[src/rtl/coef_dequantizer.sv]
`default_nettype none
// ============================================================================
//  Module      : coef_dequantizer
//  Description : Streaming JPEG coefficient dequantizer. Accepts signed
//                quantized DCT coefficients in zigzag order, multiplies each
//                by its quantization-table entry and emits a 32-bit
//                sign-magnitude fixed-point word (bit 31 sign, bits 30:0
//                magnitude with FRAC_BITS fractional bits).
//  Optional    : `define DEQUANT_DC_PRED_EN treats the index-0 coefficient as
//                a DC difference added to a running predictor.
//  Ports       : clk, rst_n            - clock, async active-low reset
//                qt_wr_en/addr/data    - quant-table write port
//                in_valid/ready/coef/last - coefficient input stream
//                dc_pred_clr           - clears DC predictor (optional feature)
//                out_valid/ready/data/index/last - result stream
//                sat_flag, sync_err    - sticky status flags
//  Revision    : 1.0 - initial release
// ============================================================================
module coef_dequantizer #(
   parameter int COEF_W    = 12,
   parameter int Q_W       = 8,
   parameter int FRAC_BITS = 11
) (
   input  logic              clk,
   input  logic              rst_n,
   input  logic              qt_wr_en,
   input  logic [5:0]        qt_wr_addr,
   input  logic [Q_W-1:0]    qt_wr_data,
   input  logic              in_valid,
   output logic              in_ready,
   input  logic [COEF_W-1:0] in_coef,
   input  logic              in_last,
   input  logic              dc_pred_clr,
   output logic              out_valid,
   input  logic              out_ready,
   output logic [31:0]       out_data,
   output logic [5:0]        out_index,
   output logic              out_last,
   output logic              sat_flag,
   output logic              sync_err
);

   localparam int c_prod_w = COEF_W + Q_W;
   // Room for the full shifted product plus headroom so the saturation test
   // is a simple OR of every bit at or above bit 31.
   localparam int c_wide_w = c_prod_w + FRAC_BITS + 32;

   logic [Q_W-1:0]           r_qt [0:63];
   logic [5:0]               r_idx;

   logic                     r_s1_valid;
   logic [COEF_W-1:0]        r_s1_mag;
   logic                     r_s1_sign;
   logic                     r_s1_dsat;
   logic [Q_W-1:0]           r_s1_q;
   logic [5:0]               r_s1_idx;

   logic                     r_out_valid;
   logic [31:0]              r_out_data;
   logic [5:0]               r_out_index;
   logic                     r_out_last;
   logic                     r_sat;
   logic                     r_sync_err;

   logic                     w_adv;
   logic                     w_xfer;
   logic signed [COEF_W-1:0] w_coef_eff;
   logic                     w_dsat;
   logic [COEF_W-1:0]        w_abs;
   logic [c_prod_w-1:0]      w_prod;
   logic [c_wide_w-1:0]      w_wide;
   logic                     w_sat;
   logic [30:0]              w_mag;
   logic                     w_sign;

   // Both stages move together whenever the output register is free.
   assign w_adv    = !r_out_valid || out_ready;
   assign in_ready = w_adv;
   assign w_xfer   = in_valid && w_adv;

   // Quant table: no reset. The read below is combinational from the
   // current contents, so a same-edge write is seen only by later inputs.
   always_ff @(posedge clk) begin
      if (qt_wr_en) begin
         r_qt[qt_wr_addr] <= qt_wr_data;
      end
   end

`ifdef DEQUANT_DC_PRED_EN
   localparam logic signed [COEF_W:0] c_dc_max = {2'b00, {(COEF_W-1){1'b1}}};
   localparam logic signed [COEF_W:0] c_dc_min = {2'b11, {(COEF_W-1){1'b0}}};

   logic signed [COEF_W-1:0] r_pred;
   logic signed [COEF_W-1:0] w_pred_base;
   logic signed [COEF_W:0]   w_dc_sum;

   always_comb begin
      // A clear coinciding with an index-0 transfer takes effect first.
      w_pred_base = dc_pred_clr ? '0 : r_pred;
      w_dc_sum    = {w_pred_base[COEF_W-1], w_pred_base} + {in_coef[COEF_W-1], in_coef};
      w_coef_eff  = in_coef;
      w_dsat      = 1'b0;
      if (r_idx == 6'd0) begin
         if (w_dc_sum > c_dc_max) begin
            w_coef_eff = c_dc_max[COEF_W-1:0];
            w_dsat     = 1'b1;
         end else if (w_dc_sum < c_dc_min) begin
            w_coef_eff = c_dc_min[COEF_W-1:0];
            w_dsat     = 1'b1;
         end else begin
            w_coef_eff = w_dc_sum[COEF_W-1:0];
         end
      end
   end

   always_ff @(posedge clk or negedge rst_n) begin
      if (!rst_n) begin
         r_pred <= '0;
      end else if (w_xfer && (r_idx == 6'd0)) begin
         r_pred <= w_coef_eff;
      end else if (dc_pred_clr) begin
         r_pred <= '0;
      end
   end
`else
   logic w_unused_dc_clr;
   assign w_unused_dc_clr = dc_pred_clr;
   assign w_coef_eff      = in_coef;
   assign w_dsat          = 1'b0;
`endif

   // |x| as unsigned: the most negative value maps to 2^(COEF_W-1).
   assign w_abs = w_coef_eff[COEF_W-1] ? $unsigned(-w_coef_eff) : $unsigned(w_coef_eff);

   // Stage 1: magnitude, sign, table entry and index.
   always_ff @(posedge clk or negedge rst_n) begin
      if (!rst_n) begin
         r_s1_valid <= 1'b0;
         r_s1_mag   <= '0;
         r_s1_sign  <= 1'b0;
         r_s1_dsat  <= 1'b0;
         r_s1_q     <= '0;
         r_s1_idx   <= '0;
      end else if (w_adv) begin
         r_s1_valid <= w_xfer;
         if (w_xfer) begin
            r_s1_mag  <= w_abs;
            r_s1_sign <= w_coef_eff[COEF_W-1];
            r_s1_dsat <= w_dsat;
            r_s1_q    <= r_qt[r_idx];
            r_s1_idx  <= r_idx;
         end
      end
   end

   // Index counter and block-sync check.
   always_ff @(posedge clk or negedge rst_n) begin
      if (!rst_n) begin
         r_idx      <= '0;
         r_sync_err <= 1'b0;
      end else if (w_xfer) begin
         r_idx <= in_last ? 6'd0 : r_idx + 6'd1;
         if (in_last != (r_idx == 6'd63)) begin
            r_sync_err <= 1'b1;
         end
      end
   end

   assign w_prod = {{Q_W{1'b0}}, r_s1_mag} * {{COEF_W{1'b0}}, r_s1_q};
   assign w_wide = {{(c_wide_w-c_prod_w){1'b0}}, w_prod} << FRAC_BITS;
   assign w_sat  = |w_wide[c_wide_w-1:31];
   assign w_mag  = w_sat ? {31{1'b1}} : w_wide[30:0];
   // A zero product is always reported as positive zero.
   assign w_sign = r_s1_sign && (w_prod != '0);

   // Stage 2: shifted and saturated sign-magnitude result.
   always_ff @(posedge clk or negedge rst_n) begin
      if (!rst_n) begin
         r_out_valid <= 1'b0;
         r_out_data  <= '0;
         r_out_index <= '0;
         r_out_last  <= 1'b0;
         r_sat       <= 1'b0;
      end else if (w_adv) begin
         r_out_valid <= r_s1_valid;
         if (r_s1_valid) begin
            r_out_data  <= {w_sign, w_mag};
            r_out_index <= r_s1_idx;
            r_out_last  <= (r_s1_idx == 6'd63);
            if (w_sat || r_s1_dsat) begin
               r_sat <= 1'b1;
            end
         end
      end
   end

   assign out_valid = r_out_valid;
   assign out_data  = r_out_data;
   assign out_index = r_out_index;
   assign out_last  = r_out_last;
   assign sat_flag  = r_sat;
   assign sync_err  = r_sync_err;

endmodule
`default_nettype wire

[config.mk]
export PLATFORM = sky130hd
export DESIGN_NAME = coef_dequantizer
export DESIGN_NICKNAME = d
export VERILOG_FILES = /design/src/rtl/coef_dequantizer.sv
export SDC_FILE = /design/constraint.sdc
export NUM_CORES = 1
export LEC_CHECK = 0
export BUFFER_PORTS_ARGS = -buffer_cell sky130_fd_sc_hd__buf_2
export CAP_MARGIN = 20
export CORE_AREA = 2 2 296 298
export CTS_CLUSTER_SIZE = 28
export DETAILED_ROUTE_END_ITERATION = 6
export DIE_AREA = 0 0 298 300
export PLACE_DENSITY = 0.53
export SLEW_MARGIN = 20
export SYNTH_ARGS = -nofsm -noshare
export SYNTH_HDL_FRONTEND = slang
export SYNTH_SLANG_ARGS = --single-unit
export TNS_END_PERCENT = 1
[constraint.sdc]
create_clock -name clk -period 4.4 [get_ports clk]
set_input_delay 0.66 -clock clk [delete_from_list [all_inputs] [get_ports clk]]
set_output_delay 0.66 -clock clk [all_outputs]
set_load 0.01 [all_outputs]
==> run_results.csv, run 1 <==
group,metric,value,unit
critical_path,crit_type,"flop to flop",
die,die_w,298,microns
die,num_io_pins,76,
run_status,status,"finished with violations",
timing,skew,0.04410,ns
placed_design,place_ws,-0.5074,ns
timing,setup_violations,6,
clocking,cts_hold_buf,0,
global_routing,antenna_found_initial,3,
clocking,clk_pin_slew_worst_paths,0.06,ns
critical_path,cp_max_fo,3,
drt,viasPerCell,4.680,
clocking,clk_latency,0.64,ns
timing,setup_ws,-0.3876,ns
placed_design,dpl.hpwl,38720,microns
timing,finalCritPeriodShare,108.8,%
synth,synthFlopType,"edfxtp_1",
clocking,cts_tree,"built",
die,rows,108,
timing,holdWs,0.05740,ns
clocking,cts_made_buffers,58,
critical_path,crit_slowest_cell,"fa_1",
layout,layout-drive-gt1-share,29.82,%
pwr,p_leak,10.33,nW
critical_path,cp-start-kind,"flop",
layout,utilization,34.95,%
die,core,86210,sq um
synth,synth.yosys.warnings,0,
pwr,total_power,0.02241,W
critical_path,critPathTopFamily,"adder cells",
job,drv_cap,0,
drt,drcViolationCount,0,
synth,synth-async-reset-ratio,11.11,%
critical_path,critPathArrivalTime,5.30,ns
layout,multi_input_area,8265,sq um
timing,maxSlewViolCount,0,
layout,final.fill_count,8196,
clocking,cts_sinks,576,
synth,synth_cell_types,58,
placed_design,routabilityCongestion,0.7876,
drt,drt_iter0_markers,920,
drt,vias,13035,
die,die_height,300,microns
synth,synth_seq_cells,576,
timing,post-route-min-period,4.788,ns
synth,synth-seq-area-share,66.11,%
critical_path,critPathBufInv,3,
clocking,cts_buffer_depth,3,
global_routing,grt_max_degree,65,
synth,synth_area,25680,sq um
layout,area_growth_syn_to_layout,17.36,%
critical_path,crit_path_max_incr_delay,0.53,ns
critical_path,cp.required,4.91,ns
run_status,violations,"setup timing",
timing,relSlewSlack,32.45,%
die,initial_core_util,29.78,%
synth,synth_area_per_cell,17.92,sq um
critical_path,crit_path_end_kind,"flop",
hold_path,min_path_type,"input port to asynchronous set/reset pin",
pwr,peakVddDrop,0.0008539,V
critical_path,crit_chain,"buf_4 -> and2_1 -> fa_1 -> fa_1 -> fa_1 -> inv_1 -> fa_1 -> inv_1 -> ha_4 -> a2111oi_4 -> o21a_1 -> a21oi_1 -> a311o_1 -> a21oi_2 -> xor2_1 -> nor4bb_4 -> a21oi_1",
timing,rsz0062_at_grt,"yes",
synth,synth_edf_count,512,
global_routing,grt_pass1_vias,13707,
global_routing,grt_first_pass_wirelength,87440,microns
drt,wire_per_inst,20.87,microns
synth,synthCells,1433,
layout,nNetsFinal,1718,
pwr,power.density,743.7,nW/um^2
placed_design,numPortBuffers,62,
global_routing,grt_overflow_total,0,
drt,drt_first_pass_iters,5,
global_routing,gr-usage-all-layers,13.03,%
die,die_area,89400,sq um
layout,seq_area,16990,sq um
critical_path,cpMostUsedCell,"fa_1",
timing,max_freq,208.9,MHz
timing,worst_slew_pin_slew,1.010,ns
timing,finalHoldViolCount,0,
drt,wl,58110,microns
drt,ant_nets,0,
clocking,cts.htree.levels,2,
clocking,root_buffer,"clkbuf_16",
layout,insertedDiodeCount,0,
==> Yosys cell counts, drive strengths merged (8+ instances only) <==
| library cell | n | area (sq um) |
|---|---|---|
| nand2b | 8 | 50.05 |
| ha | 42 | 525.5 |
| nor2 | 75 | 281.5 |
| buf | 35 | 215.2 |
| o21ai | 42 | 210.2 |
| a21oi | 14 | 70.07 |
| nand2 | 69 | 259.0 |
| xnor2 | 9 | 78.83 |
| xor2 | 14 | 122.6 |
| inv | 78 | 292.8 |
| and2 | 81 | 506.7 |
| fa | 60 | 1201 |
| mux2 | 26 | 292.8 |
| nand3 | 12 | 60.06 |
| dfrtp | 64 | 1602 |
| clkbuf | 47 | 176.4 |
| edfxtp | 512 | 15370 |
| mux4 | 168 | 3784 |
==> flip-flops by register name (all words and copies together), names as in the netlist <==
signal,cells
r_s1_idx,6
r_qt,512
r_idx,6
sync_err,1
out_index,6
out_last,1
out_data,21
out_valid,1
r_s1_mag,12
r_s1_q,8
r_s1_sign,1
r_s1_valid,1
==> final timing paths <==
path / from / to / slack [ns] / cells after the start
max: r_s1_mag[6] / out_data[31] / -0.39 / 17
min: rst_n / r_s1_mag[11] / 0.06 / 1
max reg2reg: r_s1_mag[6] / out_data[31] / -0.39 / 17
min reg2reg: r_s1_valid / out_valid / 0.46 / 2
max in group asynchronous: rst_n / r_s1_mag[2] / 3.31 / 2
min in group clk: in_coef[10] / r_s1_mag[11] / 0.34 / 3
==> cell type report <==
cell class                      instances  share of cell area (%)
Clock buffer                           69                   5.020
Clock inverter                         38                   1.673
Inverter                               78                  0.9716
Multi-Input combinational cell        708                   27.43
Sequential cell                       576                   56.38
Tap cell                             1155                   4.796
Timing Repair Buffer                  161                   3.733
==> timing repair <==
item	CTS	global route
setup endpoints to repair	9	12
setup buffers	4	0
pin swaps	14	7
hold endpoints to repair	0	0
resized for setup	21	8
==> stage by stage <==
| step | instances | instance area, sq um | TNS [ns] |
|---|---|---|---|
| final | 2785 | 30130 | -1.101 |
| after global routing | 2785 | 30130 | -2.969 |
| after CTS | 2785 | 30100 | -1.340 |
| after detailed placement | 2674 | 27920 | -1.786 |
| after global placement | 2674 | 27920 | -1.469 |
| after floorplan | 1444 | 25800 | -0.1501 |
==> metal layers <==
metal / part of all wire, % / track usage, % / routed length, microns / vias up
met1: 44 / 17.34 / 25360 / 6813
met2: 48 / 21.53 / 27980 / 329
met4: 2.3 / 3.530 / 1358 / 6
li1: - / - / - / 5796
met5: 0.046 / 0 / 27 / -
met3: 5.8 / 2.919 / 3390 / 91
==> report_power, final <==
group          switching [W]  total (W)  internal, W
Sequential          0.000225    0.00640      0.00617
Clock                0.00215    0.00516      0.00301
Combinational        0.00514     0.0109      0.00571
Total                0.00752     0.0224       0.0149
==> cell usage in the layout (no fill, tap or decap), drive strengths merged, types with 3 or more instances in the layout <==
cell and instances:
edfxtp 512, mux4 168, buf 161, inv 82, and2 81, nor2 75, nand2 69, clkbuf 69
dfrtp 64, fa 60, o21ai 42, ha 42, mux2 26, clkinv 21, xor2 14, a21oi 14
nand3 12, conb 12, bufinv 9, xnor2 9, nand2b 8, nor2b 7, or3 7, o31ai 6
nor3 4, clkinvlp 4, a211oi 4, nand4 3, o21bai 3, a21o 3
==> cell families (layout without fill, tap and decap cells) <==
logic type | Yosys count | count (layout) | synth area share, %
buffers and inverters | 160 | 346 | 2.665
AND/OR/NAND/NOR | 285 | 285 | 5.594
flip-flops | 576 | 576 | 66.11
AO/OA/AOI/OAI | 90 | 90 | 2.149
XOR/XNOR | 23 | 23 | 0.7846
multiplexers | 196 | 196 | 15.95
adder cells (fa/ha/maj) | 102 | 102 | 6.724
other | 1 | 12 | 0.01460
No activity file was read; power rests on OpenSTA's default activity.
==> run 2: changes to the inputs <==
--- a/config.mk
+++ b/config.mk
@@ -7,11 +7,11 @@
 export LEC_CHECK = 0
 export BUFFER_PORTS_ARGS = -buffer_cell sky130_fd_sc_hd__buf_2
 export CAP_MARGIN = 20
-export CORE_AREA = 2 2 296 298
+export CORE_AREA = 2 2 242 244
 export CTS_CLUSTER_SIZE = 28
 export DETAILED_ROUTE_END_ITERATION = 6
-export DIE_AREA = 0 0 298 300
-export PLACE_DENSITY = 0.53
+export DIE_AREA = 0 0 244 246
+export PLACE_DENSITY = 0.7
 export SLEW_MARGIN = 20
 export SYNTH_ARGS = -nofsm -noshare
 export SYNTH_HDL_FRONTEND = slang
==> run 2 against run 1 <==
Net effect: the flow still finishes with violations (setup timing); critical path depth is the same; via count grew 2.0%; hold slack gained 0.061 ns; setup slack gained 0.088 ns; critical endpoint unchanged; clock power shrank 6.2%.
==> run_results.csv, run 2 (synthesized netlist as in run 1, its figures left out) <==
group,metric,value,unit
layout,nNetsFinal,1710,
global_routing,antenna_found_initial,0,
placed_design,place_ws,-0.4609,ns
timing,worst_slew_pin_slew,0.9147,ns
die,rows,88,
die,die_w,244,microns
drt,viasPerCell,5.568,
placed_design,routabilityCongestion,0.8143,
critical_path,cpMostUsedCell,"fa_1",
pwr,total_power,0.02238,W
timing,post-route-min-period,4.700,ns
clocking,cts_tree,"built",
timing,maxSlewViolCount,0,
critical_path,cp-start-kind,"flop",
clocking,clk_pin_slew_worst_paths,0.06,ns
drt,drt_iter0_markers,1320,
timing,setup_violations,4,
placed_design,dp.cells,2278,
global_routing,grt_overflow_total,0,
clocking,cts_sinks,576,
layout,final_common_cell,"edfxtp_1",
clocking,clk_latency,0.64,ns
run_status,violations,"setup timing",
layout,most-common-layout-cells,"edfxtp_1, mux4_2, buf_4",
critical_path,crit_slowest_cell,"fa_1",
critical_path,cp.required,4.89,ns
drt,wl,54020,microns
pwr,peakVddDrop,0.001048,V
critical_path,critPathBufInv,3,
die,initial_core_util,44.76,%
layout,area_growth_syn_to_layout,15.15,%
timing,setup_ws,-0.2996,ns
job,drv_cap,0,
global_routing,grt_pass1_vias,13852,
critical_path,crit_type,"flop to flop",
die,die_height,246,microns
timing,max_freq,212.8,MHz
clocking,cts_buffer_depth,3,
critical_path,crit_path_max_incr_delay,0.56,ns
timing,finalHoldViolCount,0,
die,die_area,60020,sq um
drt,ant_nets,0,
layout,layout-drive-gt1-share,29.96,%
timing,relSlewSlack,38.80,%
layout,largest_reg_flops,512,
global_routing,grt_max_degree,65,
clocking,root_buffer,"clkbuf_16",
timing,finalCritPeriodShare,106.8,%
critical_path,crit_path_end_kind,"flop",
die,num_io_pins,76,
pwr,p_leak,10.23,nW
hold_path,min_path_type,"input port to asynchronous set/reset pin",
drt,vias,13290,
placed_design,dpl.hpwl,34570,microns
die,core,57370,sq um
run_status,status,"finished with violations",
critical_path,critPathArrivalTime,5.19,ns
critical_path,critPathTopFamily,"adder cells",
critical_path,cp_max_fo,7,
layout,stdcell_count,2387,
timing,skew,0.05065,ns
drt,drt_first_pass_iters,5,
pwr,power.density,756.7,nW/um^2
drt,wire_per_inst,22.63,microns
global_routing,grt_first_pass_wirelength,83910,microns
global_routing,gr-usage-all-layers,18.49,%
layout,insertedDiodeCount,0,
timing,rsz0062_at_grt,"yes",
critical_path,crit_chain,"buf_4 -> and2_1 -> fa_1 -> fa_1 -> fa_1 -> inv_1 -> fa_1 -> inv_1 -> ha_4 -> a21oi_2 -> o211a_1 -> a21oi_4 -> a221o_1 -> a41oi_2 -> xnor2_1 -> nor4bb_2 -> a21oi_1",
placed_design,numPortBuffers,62,
layout,regMostFlops,"r_qt",
drt,drcViolationCount,0,
clocking,cts.htree.levels,2,
clocking,cts_made_buffers,55,
==> run 2: worst paths after layout <==
| kind | slack [ns] | startpoint | depth (start not counted) | end |
|---|---|---|---|---|
| max in group asynchronous | 3.47 | rst_n | 2 | r_idx[0] |
| max | -0.30 | r_s1_q[4] | 17 | out_data[31] |
| min reg2reg | 0.47 | sync_err | 1 | sync_err |
| max reg2reg | -0.30 | r_s1_q[4] | 17 | out_data[31] |
| min | 0.12 | rst_n | 1 | r_s1_mag[2] |
| min in group clk | 0.37 | in_coef[0] | 3 | r_s1_mag[0] |
==> run 2: through the flow <==
| stage | utilization, % | setup TNS (ns) | hold WS (ns) | instance area [sq um] |
|---|---|---|---|---|
| detailed placement | 47.78 | -1.553 | 0.4594 | 27410 |
| finish | 51.54 | -0.8711 | 0.1188 | 29570 |
| global placement | 47.77 | -1.456 | 0.4542 | 27400 |
| global route | 51.54 | -2.336 | 0.1518 | 29570 |
| floorplan | - | -0.1501 | 0.3644 | 25800 |
| CTS | 51.27 | -1.042 | 0.1047 | 29410 |
==> run 2: power breakdown <==
group / internal [W] / total [W] / switching [W]
registers: 0.00617 / 0.00638 / 0.000206
clock network: 0.00277 / 0.00484 / 0.00207
logic: 0.00587 / 0.0112 / 0.00529
total: 0.0148 / 0.0224 / 0.00757
==> run 2: area by class of cell <==
type | count | area [sq um]
Multi-Input combinational cell | 708 | 8335
Sequential cell | 576 | 16990
Fill cell | 4521 | 27800
Clock buffer | 64 | 1430
Clock inverter | 40 | 446.7
Inverter | 78 | 292.8
Tap cell | 765 | 957.2
Timing Repair Buffer | 156 | 1119
==> run 2: per-layer routing <==
layer	part of all wire [%]	vias up	track usage (%)
met3	6.5	87	3.017
li1	-	5773	-
met1	40	6983	24.92
met2	51	447	31.39
met4	2.3	0	5.039
met5	0	-	0
==> run 2: repair_timing <==
action,4_1_cts,5_1_grt
hold buffers,0,0
setup buffers,3,2
pin swaps,13,21
hold endpoints to repair,0,0
gates resized for setup,21,28
setup endpoints to repair,9,9
==> run 3: changes to the inputs <==
--- a/config.mk
+++ b/config.mk
@@ -11,7 +11,7 @@
 export CTS_CLUSTER_SIZE = 28
 export DETAILED_ROUTE_END_ITERATION = 6
 export DIE_AREA = 0 0 244 246
-export PLACE_DENSITY = 0.7
+export PLACE_DENSITY = 0.68
 export SLEW_MARGIN = 20
 export SYNTH_ARGS = -nofsm -noshare
 export SYNTH_HDL_FRONTEND = slang
==> constraint.sdc (replaced) <==
create_clock -name clk -period 5.4 [get_ports clk]
set_input_delay 0.81 -clock clk [delete_from_list [all_inputs] [get_ports clk]]
set_output_delay 0.81 -clock clk [all_outputs]
set_load 0.01 [all_outputs]
==> run 3 against run 2 <==
Net effect: power decreased by 33%; global-route usage is 0.19 points lower; clock-buffer cell count grew 6; the flow now finishes without violations; fmax fell by 8.0%; critical endpoint unchanged; flip-flop and latch count unchanged; largest power group unchanged.
==> run_results.csv, run 3 (synthesized netlist as in run 1, its figures left out) <==
group,metric,value,unit
critical_path,startpoint,"r_s1_mag[7]",
pwr,seq_power_share,35.2,%
timing,finalHoldViolCount,0,
critical_path,crit_type,"flop to flop",
pwr,peakVddDrop,0.0006720,V
placed_design,dp.cells,2212,
clocking,cts_made_buffers,57,
placed_design,routabilityCongestion,0.8321,
global_routing,grt_overflow_total,0,
layout,stdcell_count,2318,
clocking,cts_hold_buf,0,
layout,largest_reg_flops,512,
global_routing,antenna_found_initial,0,
drt,wl,53680,microns
layout,seq_area,16990,sq um
die,num_io_pins,76,
timing,post-route-min-period,5.106,ns
pwr,power.density,523.3,nW/um^2
placed_design,numPortBuffers,62,
critical_path,cpMostUsedCell,"fa_1",
placed_design,dpl.hpwl,33810,microns
layout,insertedDiodeCount,0,
timing,worst_slew_pin_slew,0.9564,ns
drt,wire_per_inst,23.16,microns
die,rows,88,
pwr,p_sw_share,35.02,%
timing,rsz0062_at_grt,"no",
global_routing,gr-usage-all-layers,18.30,%
global_routing,grt_first_pass_wirelength,82860,microns
die,die_height,246,microns
timing,maxSlewViolCount,0,
timing,setup_violations,0,
global_routing,grt_pass1_vias,13451,
die,initial_core_util,44.76,%
timing,relSlewSlack,36.00,%
layout,final.fill_count,4611,
pwr,p_leak,9.786,nW
critical_path,cp-start-kind,"flop",
drt,ant_nets,0,
clocking,clk_latency,0.64,ns
timing,fin_setup_tns,0,ns
drt,viasPerCell,5.563,
die,die_w,244,microns
drt,vias,12896,
die,core,57370,sq um
timing,finalCritPeriodShare,94.56,%
clocking,cts_sinks,576,
timing,skew,0.03707,ns
clocking,cts.htree.levels,2,
layout,nNetsFinal,1641,
critical_path,crit_path_end_kind,"flop",
clocking,cts_tree,"built",
pwr,p_clk_share,25.5,%
clocking,cts_buffer_depth,3,
drt,drcViolationCount,0,
critical_path,cp_max_fo,9,
pwr,comb_power_share,39.3,%
layout,most-common-layout-cells,"edfxtp_1, mux4_2, and2_1",
pwr,p_sw,0.005251,W
layout,layout-drive-gt1-share,24.15,%
clocking,clk_pin_slew_worst_paths,0.06,ns
critical_path,crit_path_max_incr_delay,0.51,ns
layout,final_common_cell,"edfxtp_1",
drt,drt_first_pass_iters,5,
drt,drt_iter0_markers,1282,
critical_path,crit_slowest_cell,"fa_1",
clocking,root_buffer,"clkbuf_16",
layout,area_growth_syn_to_layout,11.60,%
critical_path,cp.required,5.87,ns
global_routing,grt_max_degree,65,
job,drv_cap,0,
run_status,status,"finished, final reports clean",
critical_path,reg2reg_depth,16,
hold_path,min_path_type,"input port to asynchronous set/reset pin",
timing,max_freq,195.8,MHz
critical_path,crit_chain,"and2_1 -> fa_1 -> fa_1 -> fa_1 -> inv_1 -> fa_1 -> inv_1 -> ha_1 -> a2111oi_0 -> o21a_1 -> a21oi_1 -> a311o_1 -> a21oi_1 -> xor2_1 -> nor4bb_1 -> a21oi_1",
critical_path,worstReg2RegStart,"r_s1_mag[7]",
pwr,p_int,0.009745,W
layout,regMostFlops,"r_qt",
critical_path,critPathArrivalTime,5.58,ns
layout,multi_input_area,8064,sq um
die,die_area,60020,sq um
==> run 3: cell count changes in the layout (fill, tap and decap cells not counted), sizes merged <==
cell	before	now
buf	156	85
clkbuf	64	70
bufinv	7	3
clkinv	25	28
inv	82	79
==> run 3: path summary, 6_finish.rpt <==
kind,end,slack [ns]
worst max-delay path,out_data[31],0.29
worst min-delay path,r_s1_mag[9],0.36
worst max register to register,out_data[31],0.29
worst min register to register,out_data[26],0.47
max in group asynchronous,r_idx[1],4.37
min in group clk,out_data[26],0.47
==> run 3: stage by stage <==
step | power, W | worst slack [ns] | utilization (%) | area (sq um) | hold slack, ns
6_report | 0.01500 | 0.2938 | 49.95 | 28660 | 0.3649
5_1_grt | 0.01607 | 0.05176 | 49.95 | 28660 | 0.4270
4_1_cts | 0.01508 | 0.1949 | 49.92 | 28640 | 0.3807
3_5_place_dp | 0.01125 | 0.2383 | 46.75 | 26820 | 0.4649
3_3_place_gp | 0.01110 | 0.2850 | 46.75 | 26820 | 0.4517
2_1_floorplan | 0.009739 | 0.6195 | - | 25720 | 0.4365
==> run 3: final cells by class <==
cell class	count	share of cell area (%)
Timing Repair Buffer	85	1.860
Sequential cell	576	59.29
Inverter	78	1.022
Tap cell	765	3.340
Clock buffer	70	5.218
Clock inverter	36	1.131
Multi-Input combinational cell	708	28.14
==> run 3: repair_timing <==
action	4_1_cts	5_1_grt
endpoints found under the setup margin	0	1
resized for setup	0	5
buffers inserted	0	0
==> run 3: power by group through the flow <==
| stage | Clock (W) | Combinational (W) | Sequential, W |
|---|---|---|---|
| after global placement | 0 | 0.00573 | 0.00537 |
| after global routing | 0.00406 | 0.00670 | 0.00531 |
| after floorplan | 0 | 0.00450 | 0.00524 |
| after CTS | 0.00390 | 0.00590 | 0.00529 |
| final | 0.00383 | 0.00589 | 0.00528 |
| after detailed placement | 0 | 0.00587 | 0.00538 |
==> run 3: metal layers <==
metal | GRT usage [%] | up-vias | share of wire, %
met4 | 5.039 | 0 | 2.2
met1 | 24.20 | 6774 | 41
li1 | - | 5628 | -
met5 | 0 | - | 0
met2 | 31.63 | 401 | 51
met3 | 2.876 | 93 | 5.9
==> run 3: critical path, delay by kind of cell, from the launching register on <==
kind                       cells  cell delay, ns
adders and majority gates      5            2.32
AOI/OAI and AO/OA              6            1.41
DFF                            1            0.50
and+or+nand+nor                2            0.45
buffers and inverters          2            0.09
xor gates and xnor gates       1            0.18
